==> src/rtl/nexys_starship_hull_pkg.sv <==
// nexys_starship_hull_pkg: shared state encodings and part indices
// for the hull-integrity controller.
package nexys_starship_hull_pkg;

    localparam logic [2:0] ST_IDLE = 3'b001;
    localparam logic [2:0] ST_PLAY = 3'b010;
    localparam logic [2:0] ST_OVER = 3'b100;

    localparam int LEFT   = 0;
    localparam int RIGHT  = 1;
    localparam int TOP    = 2;
    localparam int BOTTOM = 3;

endpackage

==> src/rtl/nexys_starship_hull_if.sv <==
// nexys_starship_hull_if: game inputs from the repair SMs and
// buttons, plus the hull status outputs.
interface nexys_starship_hull_if #(
    parameter int NUM_PARTS = 4,
    parameter int DMG_W     = 8,
    parameter int SCORE_W   = 16
);
    logic                 play_flag;
    logic                 timer_tick;
    logic                 restart;
    logic [NUM_PARTS-1:0] broken;

    logic                 gameover_ctrl;
    logic                 damage_warn;
    logic [DMG_W-1:0]     damage;
    logic [SCORE_W-1:0]   score;
    logic [SCORE_W-1:0]   repairs;
    logic                 q_Idle;
    logic                 q_Play;
    logic                 q_Over;

    modport master (
        output play_flag, timer_tick, restart, broken,
        input  gameover_ctrl, damage_warn, damage,
        input  score, repairs, q_Idle, q_Play, q_Over
    );

    modport slave (
        input  play_flag, timer_tick, restart, broken,
        output gameover_ctrl, damage_warn, damage,
        output score, repairs, q_Idle, q_Play, q_Over
    );
endinterface

==> src/rtl/nexys_starship_hull_popcount.sv <==
// nexys_starship_hull_popcount: combinational count of set bits
// in a W-bit vector.
module nexys_starship_hull_popcount #(
    parameter int W  = 4,
    parameter int CW = 3
) (
    input  logic [W-1:0]  bits,
    output logic [CW-1:0] count
);
    always_comb begin
        count = '0;
        for (int i = 0; i < W; i++) begin
            count = count + CW'(bits[i]);
        end
    end
endmodule

==> src/rtl/nexys_starship_hull.sv <==
// nexys_starship_hull: hull damage, score and repair tally with
// idle/play/over game control driving gameover_ctrl.
module nexys_starship_hull
    import nexys_starship_hull_pkg::*;
#(
    parameter int NUM_PARTS  = 4,
    parameter int DMG_W      = 8,
    parameter int MAX_DAMAGE = 100,
    parameter int SCORE_W    = 16
) (
    input  logic                 Clk,
    input  logic                 Reset,
    nexys_starship_hull_if.slave bus
);
    localparam int CW = $clog2(NUM_PARTS + 1);
    localparam logic [DMG_W:0] MAX_SUM =
        (DMG_W+1)'(MAX_DAMAGE);
    localparam logic [DMG_W-1:0] MAX_DMG =
        DMG_W'(MAX_DAMAGE);
    localparam logic [DMG_W-1:0] WARN_LVL =
        DMG_W'((3 * MAX_DAMAGE) / 4);

    logic [2:0]           state;
    logic [DMG_W-1:0]     damage;
    logic [SCORE_W-1:0]   score;
    logic [SCORE_W-1:0]   repairs;
    logic [NUM_PARTS-1:0] broken_d;
    logic [NUM_PARTS-1:0] fixed;
    logic [CW-1:0]        n_broken;
    logic [CW-1:0]        n_fixed;
    logic [DMG_W:0]       dmg_sum;
    logic [SCORE_W:0]     rep_sum;
    logic [SCORE_W-1:0]   rep_next;
    logic [SCORE_W-1:0]   score_inc;

    // A part counts as repaired on its broken->ok transition.
    assign fixed = broken_d & ~bus.broken;

    nexys_starship_hull_popcount #(
        .W  (NUM_PARTS),
        .CW (CW)
    ) u_pop_broken (
        .bits  (bus.broken),
        .count (n_broken)
    );

    nexys_starship_hull_popcount #(
        .W  (NUM_PARTS),
        .CW (CW)
    ) u_pop_fixed (
        .bits  (fixed),
        .count (n_fixed)
    );

    assign dmg_sum = {1'b0, damage} + (DMG_W+1)'(n_broken);
    assign rep_sum = {1'b0, repairs} + (SCORE_W+1)'(n_fixed);
    assign rep_next = rep_sum[SCORE_W] ? '1
                                       : rep_sum[SCORE_W-1:0];
    assign score_inc = (&score) ? score
                                : score + SCORE_W'(1);

    always_ff @(posedge Clk) begin
        if (Reset) begin
            state    <= ST_IDLE;
            damage   <= '0;
            score    <= '0;
            repairs  <= '0;
            broken_d <= '0;
        end else begin
            broken_d <= bus.broken;
            case (state)
                ST_IDLE: begin
                    damage  <= '0;
                    score   <= '0;
                    repairs <= '0;
                    if (bus.play_flag) state <= ST_PLAY;
                end
                ST_PLAY: begin
                    repairs <= rep_next;
                    if (bus.timer_tick) begin
                        if (dmg_sum >= MAX_SUM) begin
                            damage <= MAX_DMG;
                            state  <= ST_OVER;
                        end else begin
                            damage <= dmg_sum[DMG_W-1:0];
                            score  <= score_inc;
                        end
                    end
                end
                ST_OVER: begin
                    if (bus.restart) begin
                        state   <= ST_IDLE;
                        damage  <= '0;
                        score   <= '0;
                        repairs <= '0;
                    end
                end
                default: begin
                    state   <= ST_IDLE;
                    damage  <= '0;
                    score   <= '0;
                    repairs <= '0;
                end
            endcase
        end
    end

    assign bus.damage        = damage;
    assign bus.score         = score;
    assign bus.repairs       = repairs;
    assign bus.damage_warn   = (damage >= WARN_LVL);
    assign bus.gameover_ctrl = (state == ST_OVER);
    assign bus.q_Idle        = state[0];
    assign bus.q_Play        = state[1];
    assign bus.q_Over        = state[2];
endmodule

==> src/flat_wrapper.sv <==
// flat-port wrapper written by rule: the top's interface ports become plain ports
module nexys_starship_hull_flat import nexys_starship_hull_pkg::*;
#(
    parameter int NUM_PARTS  = 4,
    parameter int DMG_W      = 8,
    parameter int MAX_DAMAGE = 100,
    parameter int SCORE_W    = 16
)
  (Clk, Reset, bus_play_flag, bus_timer_tick, bus_restart, bus_broken, bus_gameover_ctrl, bus_damage_warn, bus_damage, bus_score, bus_repairs, bus_q_Idle, bus_q_Play, bus_q_Over);
  nexys_starship_hull_if #(.NUM_PARTS(NUM_PARTS), .DMG_W(DMG_W), .SCORE_W(SCORE_W)) bus_i ();
  input  logic Clk;
  input  logic Reset;
  input wire logic [$bits(bus_i.play_flag)-1:0] bus_play_flag;
  input wire logic [$bits(bus_i.timer_tick)-1:0] bus_timer_tick;
  input wire logic [$bits(bus_i.restart)-1:0] bus_restart;
  input wire logic [$bits(bus_i.broken)-1:0] bus_broken;
  output wire logic [$bits(bus_i.gameover_ctrl)-1:0] bus_gameover_ctrl;
  output wire logic [$bits(bus_i.damage_warn)-1:0] bus_damage_warn;
  output wire logic [$bits(bus_i.damage)-1:0] bus_damage;
  output wire logic [$bits(bus_i.score)-1:0] bus_score;
  output wire logic [$bits(bus_i.repairs)-1:0] bus_repairs;
  output wire logic [$bits(bus_i.q_Idle)-1:0] bus_q_Idle;
  output wire logic [$bits(bus_i.q_Play)-1:0] bus_q_Play;
  output wire logic [$bits(bus_i.q_Over)-1:0] bus_q_Over;
  assign bus_i.play_flag = bus_play_flag;
  assign bus_i.timer_tick = bus_timer_tick;
  assign bus_i.restart = bus_restart;
  assign bus_i.broken = bus_broken;
  assign bus_gameover_ctrl = bus_i.gameover_ctrl;
  assign bus_damage_warn = bus_i.damage_warn;
  assign bus_damage = bus_i.damage;
  assign bus_score = bus_i.score;
  assign bus_repairs = bus_i.repairs;
  assign bus_q_Idle = bus_i.q_Idle;
  assign bus_q_Play = bus_i.q_Play;
  assign bus_q_Over = bus_i.q_Over;
  nexys_starship_hull #(.NUM_PARTS(NUM_PARTS), .DMG_W(DMG_W), .MAX_DAMAGE(MAX_DAMAGE), .SCORE_W(SCORE_W)) u_core (.Clk(Clk), .Reset(Reset), .bus(bus_i));
endmodule
==> config.mk <==
export PLATFORM = sky130hd
export DESIGN_NAME = nexys_starship_hull_flat
export DESIGN_NICKNAME = d
export VERILOG_FILES = /design/src/rtl/nexys_starship_hull_pkg.sv /design/src/rtl/nexys_starship_hull_if.sv /design/src/rtl/nexys_starship_hull_popcount.sv /design/src/rtl/nexys_starship_hull.sv /design/src/flat_wrapper.sv
export SDC_FILE = /design/constraint.sdc
export NUM_CORES = 1
export LEC_CHECK = 0
export CORE_UTILIZATION = 50
export DETAILED_ROUTE_END_ITERATION = 10
export PLACE_DENSITY = 0.77
export SYNTH_ARGS = -nofsm -noshare
export SYNTH_HDL_FRONTEND = slang
export SYNTH_SLANG_ARGS = --single-unit
==> constraint.sdc <==
create_clock -name Clk -period 4.6 [get_ports Clk]
set_clock_uncertainty 0.2 [all_clocks]
set_input_delay 0.69 -clock Clk [delete_from_list [all_inputs] [get_ports Clk]]
set_output_delay 0.69 -clock Clk [all_outputs]
set_load 0.005 [all_outputs]
# Word-level counts from Yosys, hierarchy flattened
# Index checks and enable logic that the tools add are counted.
# Widths: inputs -> output; s select.
word_totals:
  reg_bits: 47
  latchBits: 0
  ramBits: 0
  rom_bits: 0
  input_bits: 9
  mem_count: 0
op_classes:
  addsub: 9
  mul: 0
  n_div: 0
  magnitude_cmp: 2
  eq_ne: 9
  shift: 0
  muxes: 16
  n_bitwise: 2
  reduce_logical: 4
ops:
  columns: ["op", "count"]
  rows:
  - ["$mux 16", 5]
  - ["$pmux 16 s2", 2]
  - ["$mux 8", 3]
  - ["$add 16x3->17", 1]
  - ["$add 16x1->16 const B", 1]
  - ["$pmux 8 s2", 1]
  - ["$reduce_and 16->1", 1]
  - ["$mux 3", 4]
  - ["$ne 2x2->1 const B", 5]
  - ["$add 8x3->9", 1]
  - ["$ge 9x7->1 const B", 1]
  - ["$pmux 3 s3", 1]
  - ["$ge 8x7->1 const B", 1]
  - ["$reduce_and 4->1", 2]
  - ["$add 2x1->3", 2]
  - ["$add 3x1->3", 2]
  - ["$add 1x1->2", 2]
  - ["$and 4x4->4", 1]
  - ["$not 4->4", 1]
  - ["$eq 3x1->1 const B", 1]
  - ["$eq 3x2->1 const B", 1]
  - ["$eq 3x3->1 const B", 1]
  - ["$ne 2x1->1 const B", 1]
  - ["$reduce_and 2->1", 1]

# Logic depth before layout (Yosys ltp)
logic_depth:
  ltp_word: 8
  depth_mapped: 12

# Modules after synthesis
# From an unflattened synthesis, not the netlist that was laid out.
hier_totals:
  cells_unflattened: 373
  hier_area_um2: 2982.9
by_module_without_submodules:
  columns: ["module", "instances", "cells_each", "area_each_um2", "seq_area_each_um2"]
  rows:
  - ["nexys_starship_hull", 1, 357, 2855.2, 940.9]
  - ["nexys_starship_hull_popcount", 2, 8, 63.8, 0.0]

# Worst setup path after synthesis
# OpenSTA, ideal clock, no wires.
synth_path:
  kind: "input to register"
  from: "input port bus_broken[0]"
  to: "register u_core.score[14], in the netlist u_core.bus.score[14]"
  setup_time_ps: 60
  arrival_ps: 3503
  slack_ps: 838
  stages: 11
  path_buffers: 2
  cell_sequence: "fa_1 > fa_1 > fa_1 > a21boi_0 > nand4b_1 > a221o_1 > a21o_1 > buf_6 > buf_8 > a2111o_1 > nand2_1"
synth_via:
  elab_chain_cells: 7
synth_rtl:
  columns: ["element", "line_no", "source"]
  rows:
  - ["from (decl)", "flat_wrapper.sv:16", "input wire logic [$bits(bus_i.broken)-1:0] bus_broken;"]
  - ["$add 1x1->2", "nexys_starship_hull_popcount.sv:13", "count = count + CW'(bits[i]);"]
  - ["$add 2x1->3", "nexys_starship_hull_popcount.sv:13", null]
  - ["$add 3x1->3", "nexys_starship_hull_popcount.sv:13", null]
  - ["$add 8x3->9", "nexys_starship_hull.sv:55", "assign dmg_sum = {1'b0, damage} + (DMG_W+1)'(n_broken);"]
  - ["$ge 9x7->1", "nexys_starship_hull.sv:81", "if (dmg_sum >= MAX_SUM) begin"]
  - ["$ne 2x2->1 (no source line)", null, null]
  - ["$reduce_and 4->1 (no source line)", null, null]
  - ["to (signal assigned)", "nexys_starship_hull.sv:86", "score <= score_inc;"]
  - ["to (decl)", "nexys_starship_hull.sv:25", "logic [SCORE_W-1:0] score;"]
# Every way passes these cells.
# A chain may end at the register's enable or synchronous reset.

# Worst setup path in the final report
layout_path:
  from: "input port bus_broken[1]"
  to: "register u_core.score[13], in the netlist u_core.bus.score[13]"
# Same word-level chain as after synthesis.

==> impl_metrics.csv <==
group,metric,value,unit
synthesis,synth.distinct_cells,45,
timing,fin_crit,4020,ps
floorplanning,coreArea,0.00524,mm²
synthesis,synth.largest_area_cell,"dfxtp_1",
floorplanning,die_w,76.7,µm
timing,finalSetupViolations,0,
setup_path,critPathLaunchType,"primary input",
clock_network,postCtsHoldBufs,0,
timing,hold_viol,0,
synthesis,synth_nets,373,
synthesis,ys_seq_elements,47,
route,vias,2799,
pwr,p_clk_frac,0.329,
pwr,power_frac_comb,0.080,
clock_network,cts_buffers,5,
synthesis,async_flop_share,0,
synthesis,yosys_warnings,0,
route,drtIter0Drc,128,
global_route,grt_max_degree,34,
setup_path,arrival,4040,ps
synthesis,synth_edf_count,0,
clock_network,path_clk_slew,80,ps
floorplanning,num_rows,26,
pwr,intPower,536,µW
placed_design,place.detailed.hpwl,4750,µm
floorplanning,design.portCount,54,
route,viasPerCell,5.97,
worst_hold_path,hp-class,"flop to flop",
timing,fin_tns_setup,0,ps
timing,finalCritPeriodShare,0.875,
pwr,p_seq_frac,0.591,
timing,rsz0062_at_grt,"false",
synthesis,yosys-top-cells-area,"dfxtp_1, o21ai_0, a21oi_1",
synthesis,yosysMostFrequentCell,"dfxtp_1",
route,antenna_left,0,
synthesis,syn_inst,355,
synthesis,syn_area_per_cell,7.86,µm²
floorplanning,start_util,0.532,
pwr,power.share.switching,0.235,
synthesis,synthFlopType,"dfxtp_1",
final_layout,nNetsFinal,418,
clock_network,root_buffer,"clkbuf_8",
job,max-cap-violations,0,
global_route,grt_pass1_vias,2370,
pwr,peakVddDrop,0.161,mV
floorplanning,dieArea,0.00588,mm²
run_status,outcome,"complete, no violations",
global_route,grtUsageTotal,0.230,
final_layout,regArea,941,µm²
placed_design,io_buffers,53,
global_route,grt_pass1_wl,11000,µm
clock_network,clk_path_buf_depth,2,
final_layout,layout-drive-gt1-share,0.0426,
global_route,grt-ovfl-total,0,
synthesis,seq_area_frac_synth,0.337,
clock_network,tritoncts,"done",
clock_network,htree_levels,2,
setup_path,cp-end-kind,"flop",
route,drc,0,
setup_path,cp_max_fo,15,
final_layout,final_area,0.00342,mm²
route,routedWlPerCell,14.5,µm
pwr,switchingPower,164,µW
placed_design,placed_cell_area,0.00335,mm²
setup_path,path_class,"primary input to flop",
pwr,powerDensity,204,mW/mm²
final_layout,n_antenna_cell,0,
setup_path,required,4610,ps
route,dr.pass1.iters,5,
clock_network,cts_num_sinks,47,
route,routed_wl,6810,µm
final_layout,multiInputGateArea,0.00170,mm²
clock_network,clk_latency,300,ps
global_route,antenna_found_initial,0,
synthesis,netlist_area,0.00279,mm²
clock_network,cts-resized-gates,0,
pwr,power.total,700,µW
synthesis,yosys.area.top_type_share,0.337,
final_layout,nFillCells,471,
pwr,cellLeakagePower,1.21,nW
timing,worst_pin_slew,724,ps
placed_design,place.gp.congestion,0.847,
floorplanning,die_h,76.7,µm
timing,relSlewSlack,0.511,
timing,drv_slew,0,
synthesis,yosys-top-cells-count,"dfxtp_1, nand2_1, o21ai_0, a21oi_1, nor2_1",
final_layout,syn_to_final_growth,22.8,%
clock_network,cts_setup_buffers,0,
timing,timing.fmax,248,MHz
power groups by stage:
stage	registers [mW]	clock network, mW	logic [mW]
CTS	0.413	0.236	0.0561
finish	0.413	0.231	0.0559
global route	0.414	0.251	0.0625
global placement	0.423	0	0.0547
floorplan	0.422	0	0.0351
detailed placement	0.423	0	0.0553
metrics by stage:
stage	std cells	hold WS, ps	setup slack, ps	util
final	469	277	576	0.654
after global routing	469	307	376	0.654
after CTS	469	279	575	0.654
after detailed placement	463	266	267	0.640
after global placement	463	258	333	0.640
after floorplan	355	264	838	-
registers in the layout (all words and copies together), names as in the netlist:
register and count:
u_core.bus.damage 8, u_core.state 3, u_core.bus.repairs 16, u_core.bus.score 16, u_core.broken_d 4
final cells by class:
| cell class | instances | area share |
|---|---|---|
| tap | 70 | 0.0256 |
| inverter | 9 | 0.00986 |
| clock buffer | 6 | 0.0212 |
| timing repair buffer | 61 | 0.172 |
| sequential | 47 | 0.275 |
| multi-input combinational | 276 | 0.496 |
critical path, stage by stage:
cell	delay, ps
clkdlybuf4s50_1	520
fa_1	450
fa_1	410
fa_1	460
a21boi_0	210
nand4b_1	130
a221o_1	330
a21o_1	170
buf_4	180
a2111o_1	400
o21ai_0	90
cells in the final DEF, fill, tap and decap left out, drive strengths merged, types with 3 or more instances in the layout:
master and instances:
nor3 6, nand4 9, and2 7, clkdlybuf4s50 53, buf 8, a31oi 8
and3 6, nor2b 6, nand2 36, a22oi 4, nand4b 3, fa 6
nand3 20, o21ai 35, clkbuf 6, a2111o 11, ha 3, a21oi 34
nor2 30, or3 4, dfxtp 47, mux2i 3, o2111ai 6, inv 8
nand2b 9, a21o 6
routing by layer:
layer | track usage | share of wire | vias up
li1 | - | - | 1400
met1 | 0.308 | 0.48 | 1319
met2 | 0.379 | 0.47 | 75
met3 | 0.0476 | 0.043 | 5
met4 | 0.0500 | 0.0068 | 0
met5 | 0 | 0 | -
path summary, 6_finish.rpt:
check | from | end | slack [ps] | cells after the start
max | bus_broken[1] | u_core.bus.score[13] | 580 | 11
min | u_core.bus.score[11] | u_core.bus.score[11] | 280 | 2
min reg2reg | u_core.bus.score[11] | u_core.bus.score[11] | 280 | 2
max reg2reg | u_core.broken_d[0] | u_core.bus.repairs[13] | 1340 | 12
logic make-up after synthesis:
group,synth area share
flip-flops,0.337
buffers and inverters,0.0534
multiplexers,0.0108
AND/OR/NAND/NOR,0.275
adder cells (fa/ha/maj),0.0565
AO/OA/AOI/OAI,0.267
Power figures use the tool's default switching activity.
